## src/rtl/seq_detect_param.sv

```systemverilog
// seq_detect_param: parametrised serial sequence detector with a runtime-loadable pattern
module seq_detect_param #(
  parameter int N = 4,
  parameter logic [N-1:0] PATTERN = 4'b1101,
  parameter int OVERLAP = 1,
  parameter int CW = 8,
  localparam int LW = $clog2(N+1)
) (
  input  logic          clk,
  input  logic          rst,
  input  logic          en,
  input  logic          x,
  input  logic          load,
  input  logic [N-1:0]  pat_in,
  output logic          out,
  output logic          det_r,
  output logic [CW-1:0] det_cnt,
  output logic [LW-1:0] match_len
);
  logic [N-1:0] pat_q, pat_d, win;
  logic [N-2:0] hist_q, hist_d;
  logic [LW-1:0] vcnt_q, vcnt_d, ml;
  logic [CW-1:0] cnt_q, cnt_d;
  logic det_q, acc, full, m;
  // Mealy match: history plus the incoming bit compared against the active pattern
  always_comb begin
    acc = en & ~load & ~rst;
    win = {hist_q, x};
    full = vcnt_q == LW'(N-1);
    m = acc & full & (win == pat_q);
  end
  // next state: load beats an accepted bit; non-overlap restarts history depth on a match
  always_comb begin
    pat_d = load ? pat_in : pat_q;
    hist_d = acc ? win[N-2:0] : hist_q;
    vcnt_d = (load | (m & (OVERLAP == 0))) ? '0 : (acc & ~full) ? vcnt_q + 1'b1 : vcnt_q;
    cnt_d = (m & ~&cnt_q) ? cnt_q + 1'b1 : cnt_q;
  end
  // longest pattern prefix that ends the history, capped by the valid history depth
  always_comb begin
    ml = '0;
    for (int k = 1; k < N; k++)
      if (k <= int'(vcnt_q) && (({1'b0, hist_q} & ((N'(1) << k) - 1'b1)) == (pat_q >> (N - k))))
        ml = LW'(k);
  end
  // state registers with synchronous reset taking priority over load and enable
  always_ff @(posedge clk) begin
    if (rst) begin
      pat_q <= PATTERN;
      hist_q <= '0;
      vcnt_q <= '0;
      det_q <= 1'b0;
      cnt_q <= '0;
    end else begin
      pat_q <= pat_d;
      hist_q <= hist_d;
      vcnt_q <= vcnt_d;
      det_q <= m;
      cnt_q <= cnt_d;
    end
  end
  assign out = m;
  assign det_r = det_q;
  assign det_cnt = cnt_q;
  assign match_len = ml;
endmodule

```

## config.mk

```make
export PLATFORM = sky130hd
export DESIGN_NAME = seq_detect_param
export DESIGN_NICKNAME = d
export VERILOG_FILES = /design/src/rtl/seq_detect_param.sv
export SDC_FILE = /design/constraint.sdc
export NUM_CORES = 1
export LEC_CHECK = 0
export CORE_ASPECT_RATIO = 1.1
export CORE_UTILIZATION = 56
export CTS_BUF_LIST = sky130_fd_sc_hd__clkbuf_8
export CTS_CLUSTER_DIAMETER = 80
export DETAILED_ROUTE_END_ITERATION = 8
export PLACE_DENSITY_LB_ADDON = 0.25
export SLEW_MARGIN = 25
export SYNTH_ARGS = -nofsm -noshare
export SYNTH_HDL_FRONTEND = slang
export SYNTH_SLANG_ARGS = --single-unit
```

## constraint.sdc

```tcl
create_clock -name clk -period 2.6 [get_ports clk]
set_clock_uncertainty 0.15 [all_clocks]
set_input_delay 0.26 -clock clk [delete_from_list [all_inputs] [get_ports clk]]
set_output_delay 0.26 -clock clk [all_outputs]
set_load 0.05 [all_outputs]
```

== Yosys cells after proc, flatten, opt, wreduce, memory -nomap -nowiden ==
Cells that the tools add are included.

* Reductions and logical operators: 6
* Magnitude comparators: 3
* Mux-type cells: 3
* Equality and inequality tests: 5
* Add/subtract/negate cells: 2
* Bitwise logic cells: 9

{| class="wikitable"
|+ Operators by type and width
! kind !! count
|-
| adder 8 x 1 -> 8 bit (second input constant) || 1
|-
| AND reduction 8 bit || 1
|-
| AND 1 bit || 6
|-
| less-or-equal comparator 2 x 3 -> 1 bit (first input constant) || 2
|-
| == test 4 bit || 1
|-
| 2-to-1 mux 2 bit || 2
|-
| adder 3 x 1 -> 3 bit (second input constant) || 1
|-
| == test 3 x 2 -> 1 bit (second input constant) || 1
|-
| == test 3 bit || 1
|-
| less-or-equal comparator 1 x 3 -> 1 bit (first input constant) || 1
|-
| logical AND 1 bit || 3
|-
| inverter 1 bit || 3
|-
| == test 2 bit || 1
|-
| OR reduction 2 bit || 1
|-
| == test 1 bit || 1
|-
| zero test 1 bit || 1
|-
| 2-to-1 mux 1 bit || 1
|}

* Logic and storage cells: 33
* Register bits after elaboration: 19

== Logic depth before layout (Yosys ltp) ==
Gate-level depths: netlist of run 1.

* Depth after elaboration: 6
* Mapped depth: 6

== Worst setup path before layout of run 1 ==
No wires, ideal clock.

* Kind: flip-flop to output port
* From: register hist_q[0]
* To: output match_len[1]
* Buffers on the path: 2
* Stages on the path, launching flop included: 7
* Data arrival time: 2.227 ns
* Path slack: -0.037 ns
* Cell sequence: dfxtp_1 -> clkbuf_2 -> xnor2_1 -> and3_1 -> buf_2 -> o21ai_0 -> a21boi_0

* Cells in the longest elaborated chain, start to end: 4
* Elaborated cells on any way between the ends: 6

{| class="wikitable"
|+ RTL lines
! item !! RTL line !! RTL
|-
| start, declared || 21 || <nowiki>logic [N-2:0] hist_q, hist_d;</nowiki>
|-
| start signal, assigned || 56 || <nowiki>hist_q <= hist_d;</nowiki>
|-
| == test 2 bit || 43 || <nowiki>if (k <= int'(vcnt_q) && (({1'b0, hist_q} & ((N'(1) << k) - 1'b1)) == (pat_q >> (N - k))))</nowiki>
|-
| logical AND 1 bit || 43 ||
|-
| 2-to-1 mux 2 bit || 43 ||
|-
| 2-to-1 mux 2 bit * || 43 ||
|-
| end, declared || 18 || <nowiki>output logic [LW-1:0] match_len</nowiki>
|}

Every way passes the cells marked *; elsewhere a longest branch is shown, timed or not.

== Worst setup path in the final report of run 1 ==
* From: register vcnt_q[0]
* To: output match_len[0]

* Cells in the longest elaborated chain, start to end: 5
* Elaborated cells on any way between the ends: 9

{| class="wikitable"
|+ RTL lines
! item !! RTL line !! RTL
|-
| start, declared || 22 || <nowiki>logic [LW-1:0] vcnt_q, vcnt_d, ml;</nowiki>
|-
| start signal, assigned || 57 || <nowiki>vcnt_q <= vcnt_d;</nowiki>
|-
| less-or-equal comparator 1 x 3 -> 1 bit || 43 ||
|-
| logical AND 1 bit || 43 ||
|-
| 2-to-1 mux 1 bit || 43 ||
|-
| 2-to-1 mux 2 bit || 43 ||
|-
| 2-to-1 mux 2 bit * || 43 ||
|}

Marks and branches as above.

==> results of run 1 <==
layout make-up:
cell class	count	area share (%)
clock inverters	1	0.375
multi-input cells	89	48.4
well taps	18	1.69
repair buffers	22	17.4
flip-flops and latches	19	28.5
inverters	2	0.562
clock buffers	3	3.09
metrics by stage:
stage               util (%)  power [mW]  instances  setup slack (ps)  instance area, µm²
global route            74.9       0.602        154              17.5                1340
finish                  74.9       0.582        154               119                1340
CTS                     74.9       0.584        154               122                1340
global placement        72.3       0.374        150               388                1290
floorplan                  -       0.356        116               329                1070
detailed placement      72.3       0.377        150               301                1290
flip-flops by register name, summed over array words and instances (netlist names):
name     cells
det_cnt      8
pat_q        4
hist_q       3
vcnt_q       3
det_r        1
per-layer routing:
layer  up-vias  share of wire, %  GRT usage (%)
met5         -                 0              0
met2        45                52           43.3
met4         0               1.6           11.9
li1        460                 -              -
met1       469                41           30.3
met3         5               5.8           3.77
worst min-delay path: stages, from the launching register on:
cell	delay (ps)
dfxtp_1	340
mux2i_1	70
nand2_1	60
logic make-up (layout without fill, tap and decap cells):
kind of cell	count (synthesis)	count (layout)	synth area share, %
buffers and inverters	8	28	4.21
AND/OR/NAND/NOR	45	45	26.1
flip-flops	19	19	35.5
other	1	1	0.350
XOR/XNOR	7	7	5.72
AO/OA/AOI/OAI	23	23	15.1
multiplexers	9	9	8.64
adder cells (fa/ha/maj)	4	4	4.44
placed cells by master (no fill, tap or decap), types with 4 or more instances in the layout:
cell type        Yosys  final
a21oi_1              4      4
clkdlybuf4s50_1      0     17
dfxtp_1             19     19
mux2i_1              7      7
nand2_1              7      7
nand3_1              4      4
nor2_1               8      8
nor2b_1              4      4
o21ai_0              5      5
xnor2_1              6      6
power by group through the flow:
| stage | Clock [mW] | Sequential, mW | Combinational [mW] |
|---|---|---|---|
| 6_report | 0.210 | 0.304 | 0.0682 |
| 5_1_grt | 0.224 | 0.305 | 0.0730 |
| 3_3_place_gp | 0 | 0.310 | 0.0639 |
| 2_1_floorplan | 0 | 0.308 | 0.0478 |
| 4_1_cts | 0.213 | 0.304 | 0.0675 |
| 3_5_place_dp | 0 | 0.311 | 0.0665 |
how the worst max path moves through the flow:
stage / cells past startpoint / from / end / slack (ps)
after floorplan: 6 / hist_q[0] / match_len[1] / 330
final: 7 / vcnt_q[0] / match_len[0] / 120
after CTS: 7 / vcnt_q[0] / match_len[0] / 120
after global placement: 5 / en / det_cnt[7] / 390
after detailed placement: 5 / en / det_cnt[7] / 300
after global routing: 7 / vcnt_q[0] / match_len[0] / 20
==> flow_summary.ini, run 1 <==
[synth]
edff_count_synth = 0
synth_largest_area_cell = dfxtp_1
ys.warnings.count = 0
yosys_most_used_dff = dfxtp_1
synthMostInstantiatedCell = dfxtp_1
synth_largest_type_area_fraction_pct = 35.5
ys_ff_latch = 19
ys_async_sr_fraction_pct = 0
seq_area_frac_synth_pct = 35.5
post_synth_most_frequent_cells = dfxtp_1, nor2_1, mux2i_1, nand2_1, xnor2_1
synth_area_mm2 = 0.00107
syn-mean-instance-area_um2 = 9.23
post_synth_num_cell_types = 45
synth_cells = 116
synth.area.top_cells = dfxtp_1, mux2i_1, xnor2_1
synth_fp_nets = 128

[status]
run_status = finished with violations
failed_checks = design-rule violations

[finish]
ff_latch_area_um2 = 380
final_net_count = 149
num-fill-cells = 140
layout-area-overhead-vs-synth_pct = 24.6
multi_input_comb_area_um2 = 646
num_antenna_cells = 0
post_route_cells_drive_above_1_share_pct = 13.2

[global_routing]
grt_max_degree = 18
grt-ovfl-total = 0
grt_first_pass_wirelength_mm = 3.77
grt_pass1_vias = 839
grt_util_all_layers_pct = 24.8
grt_antenna_before_repair = 0

[min_path]
min-delay-start = pat_q[0]
hold_path_class = flip-flop to flip-flop
holdPathEnd = pat_q[0]
min_delay_path_depth = 2

[setup_path]
crit_path_max_delay_cell_type = dfxtp_1
reg2reg_slack_ps = 660
r2r.worst_path.cells = 4
endpoint_of_the_most_critical_register_to_register_path = det_cnt[7]
critical_path.max_fanout = 7
critPathMaxStageDelay_ps = 440
critical-path-top-delay-family = compound AO/OA/AOI/OAI gates
setup.worst_path.start_class = flip-flop
crit-reg2reg-launch = vcnt_q[2]
critical_path.endpoint_type = output port
critical_path_arrival_ps = 2070
kind_of_critical_path = flip-flop to output port
cp_data_required_time_ps = 2190
crit_buf_inv = 2
worstPathCellList = inv_1 > ha_1 > a211o_1 > a31oi_1 > maj3_1 > o22a_1 > buf_12

[cts]
tritoncts_clock_tree = done
cts_made_buffers = 3
clk_transition_reported_paths_ps = 70
clk_sinks = 19
cts_setup_buffers = 0
cts.hold.buffers_added = 0
clockBufferDepth = 2
h_tree_lvl_count = 1
cts-resized-gates = 0
clock_latency_at_the_later_pin_of_the_worst_skew_pair_ps = 260
clockRootBuffer = clkbuf_8

[floorplan]
core-area_mm2 = 0.00178
floorplan.die.height_um = 47.9
initial_core_util_pct = 60.1
die_w_um = 43.7
ios = 22
std_cell_rows = 16
die_area_mm2 = 0.00209

[timing]
final_hold_viol_count = 0
finalSetupViolCount = 0
final_min_period_over_clock_period_pct = 95.4
worst-slew-pin-transition_ps = 500
grt_setup_unrepaired = false
finalWorstPathRequiredPeriod_ps = 2480
slew_viol_final = 0
whs_ps = 351
fmax_mhz = 403
totalNegativeSetupSlack_ps = 0
worst_slew_margin_rel_pct = 66.6

[placement]
port-buffer-count = 20
detailed_place_hpwl_mm = 1.69
place_congestion = 0.784

[route]
drc = 1
route.vias.total = 979
dr.pass1.iters = 6
postRouteAntennaNets = 0
drtIter0Drc = 43
route.detailed.wl_per_inst_um = 16.4
route.detailed.vias_per_inst = 6.36
routed_wire_length_mm = 2.52

[pwr]
power.switching_fraction_pct = 25.2
pwr-share-seq_pct = 52.3
cell_internal_pwr_mw = 0.436
power.density_mw_per_mm2 = 436
power.share.combinational_pct = 11.7
clockPowerShare_pct = 36.0
net-switching-power_mw = 0.147
peakVddDrop_v = 0.000398
cellLeakagePower_nw = 0.512

[run]
maxCapViolCount = 0
(Power assumes the default switching activity.)
==> run 2, diff against run 1 <==
- CORE_ASPECT_RATIO: 1.1 -> not set
- RECOVER_POWER: not set -> 25
- TNS_END_PERCENT: not set -> 50
==> run 2 against run 1 <==
The run now ends clean; count of clock-buffer cells in the layout is the same; global-route usage shrank 1.4 points; wire length shrank 13%; register-to-register slack gained 70 ps; worst hold slack gained 11 ps; non-clock buffer count is the same; critical path type unchanged; largest power group unchanged.
==> flow_summary.ini, run 2 (synthesis gave the netlist of run 1 again) <==
[timing]
worst_slew_margin_rel_pct = 66.5
slew_viol_final = 0
totalNegativeSetupSlack_ps = 0
finalSetupViolCount = 0
fmax_mhz = 411
worst-slew-pin-transition_ps = 501
postLayoutSetupSlackWorst_ps = 169
final_hold_viol_count = 0
final_min_period_over_clock_period_pct = 93.5
whs_ps = 361
grt_setup_unrepaired = false
finalWorstPathRequiredPeriod_ps = 2430

[route]
route.detailed.wl_per_inst_um = 13.6
drtIter0Drc = 11
dr.pass1.iters = 4
detailroute.wirelength.met2_mm = 1.15
drc = 0
route.vias.total = 916
routed_wire_length_mm = 2.20
route.detailed.vias_per_inst = 5.69
route.met3.wl_um = 72
top_layer = met4
wl_met1_um = 960
postRouteAntennaNets = 0

[finish]
layout-area-overhead-vs-synth_pct = 25.2
mostFrequentLayoutCell = dfxtp_1
num-fill-cells = 148
post_route_cells_drive_above_1_share_pct = 13.2
final_net_count = 149
num_antenna_cells = 0
final_cell_area_mm2 = 0.00134
max_ffs_per_register = 8
layout_common_cells = dfxtp_1, clkdlybuf4s50_1, nor2_1

[cts]
cts_made_buffers = 3
clockRootBuffer = clkbuf_8
clock_latency_at_the_later_pin_of_the_worst_skew_pair_ps = 250
clk_sinks = 19
cts_setup_buffers = 0
clk_transition_reported_paths_ps = 70
tritoncts_clock_tree = done
clockBufferDepth = 2
h_tree_lvl_count = 1

[floorplan]
floorplan.die.height_um = 45.7
core-area_mm2 = 0.00176
die_w_um = 45.7
die_area_mm2 = 0.00209
std_cell_rows = 15
ios = 22
initial_core_util_pct = 60.7

[pwr]
peakVddDrop_v = 0.000344
cellLeakagePower_nw = 0.509
power.density_mw_per_mm2 = 425
p_total_mw = 0.570

[placement]
detailed_place.area_mm2 = 0.00130
port-buffer-count = 20
place_congestion = 0.800
dp_slack_ps = 345
detailed_place_hpwl_mm = 1.68

[status]
run_status = finished clean

[global_routing]
grt_first_pass_wirelength_mm = 3.48
grt_antenna_before_repair = 0
grt_pass1_vias = 840
grt-ovfl-total = 0
grt_max_degree = 18
grt_util_all_layers_pct = 23.3

[setup_path]
kind_of_critical_path = flip-flop to output port
cp_data_required_time_ps = 2190
critical_path.endpoint_type = output port
setup.worst_path.start_class = flip-flop
critical_path.max_fanout = 7
critical_path_arrival_ps = 2020

[run]
maxCapViolCount = 0

[min_path]
hold_path_class = flip-flop to flip-flop
run 2: cell count changes in the layout (fill, tap and decap cells not counted):
cell             delta
clkdlybuf4s50_1     -1
dlygate4sd3_1       +1
dfxtp_2             +1
buf_4               -1
clkbuf_1            +1
dfxtp_1             -1
run 2: layer usage:
layer	vias up	GRT usage, %
li1	461	-
met1	430	26.6
met2	23	42.3
met3	2	3.57
met4	0	10.6
met5	-	0
run 2: final timing paths:
path	to	from	slack [ps]	cells after the start
min	pat_q[0]	pat_q[0]	360	2
max reg2reg	det_cnt[7]	vcnt_q[2]	730	4
max	match_len[0]	vcnt_q[0]	170	7
min reg2reg	pat_q[0]	pat_q[0]	360	2
run 2: area by class of cell:
cell class	instances	area, µm²	share of cell area (%)
flip-flops and latches	19	382	28.5
clock inverters	1	5.00	0.373
well taps	25	31.3	2.33
repair buffers	22	229	17.1
clock buffers	3	41.3	3.08
multi-input cells	89	646	48.1
inverters	2	7.51	0.560
run 2: stage by stage:
| step | instances | utilization [%] |
|---|---|---|
| after global placement | 157 | 73.5 |
| after global routing | 161 | 76.0 |
| after CTS | 161 | 76.2 |
| after detailed placement | 157 | 73.5 |
| final | 161 | 76.0 |
| after floorplan | 116 | - |
run 2: critical path: stages, from the launching register on:
cell and delay (ps):
dfxtp_2 390, inv_1 70, ha_1 200, a211o_1 300, a31oi_1 260, maj3_1 220
o22a_1 180, buf_12 150
run 2: power by group:
group	internal [mW]	switching (mW)	total, mW
clock	0.106	0.0935	0.200
sequential	0.297	0.00710	0.304
combinational	0.0312	0.0352	0.0664
total	0.435	0.136	0.570
run 2: repair_timing:
action / 4_1_cts / 5_1_grt
hold buffers: 0 / 0
gates resized for setup: 0 / 1
setup endpoints to repair: 0 / 1
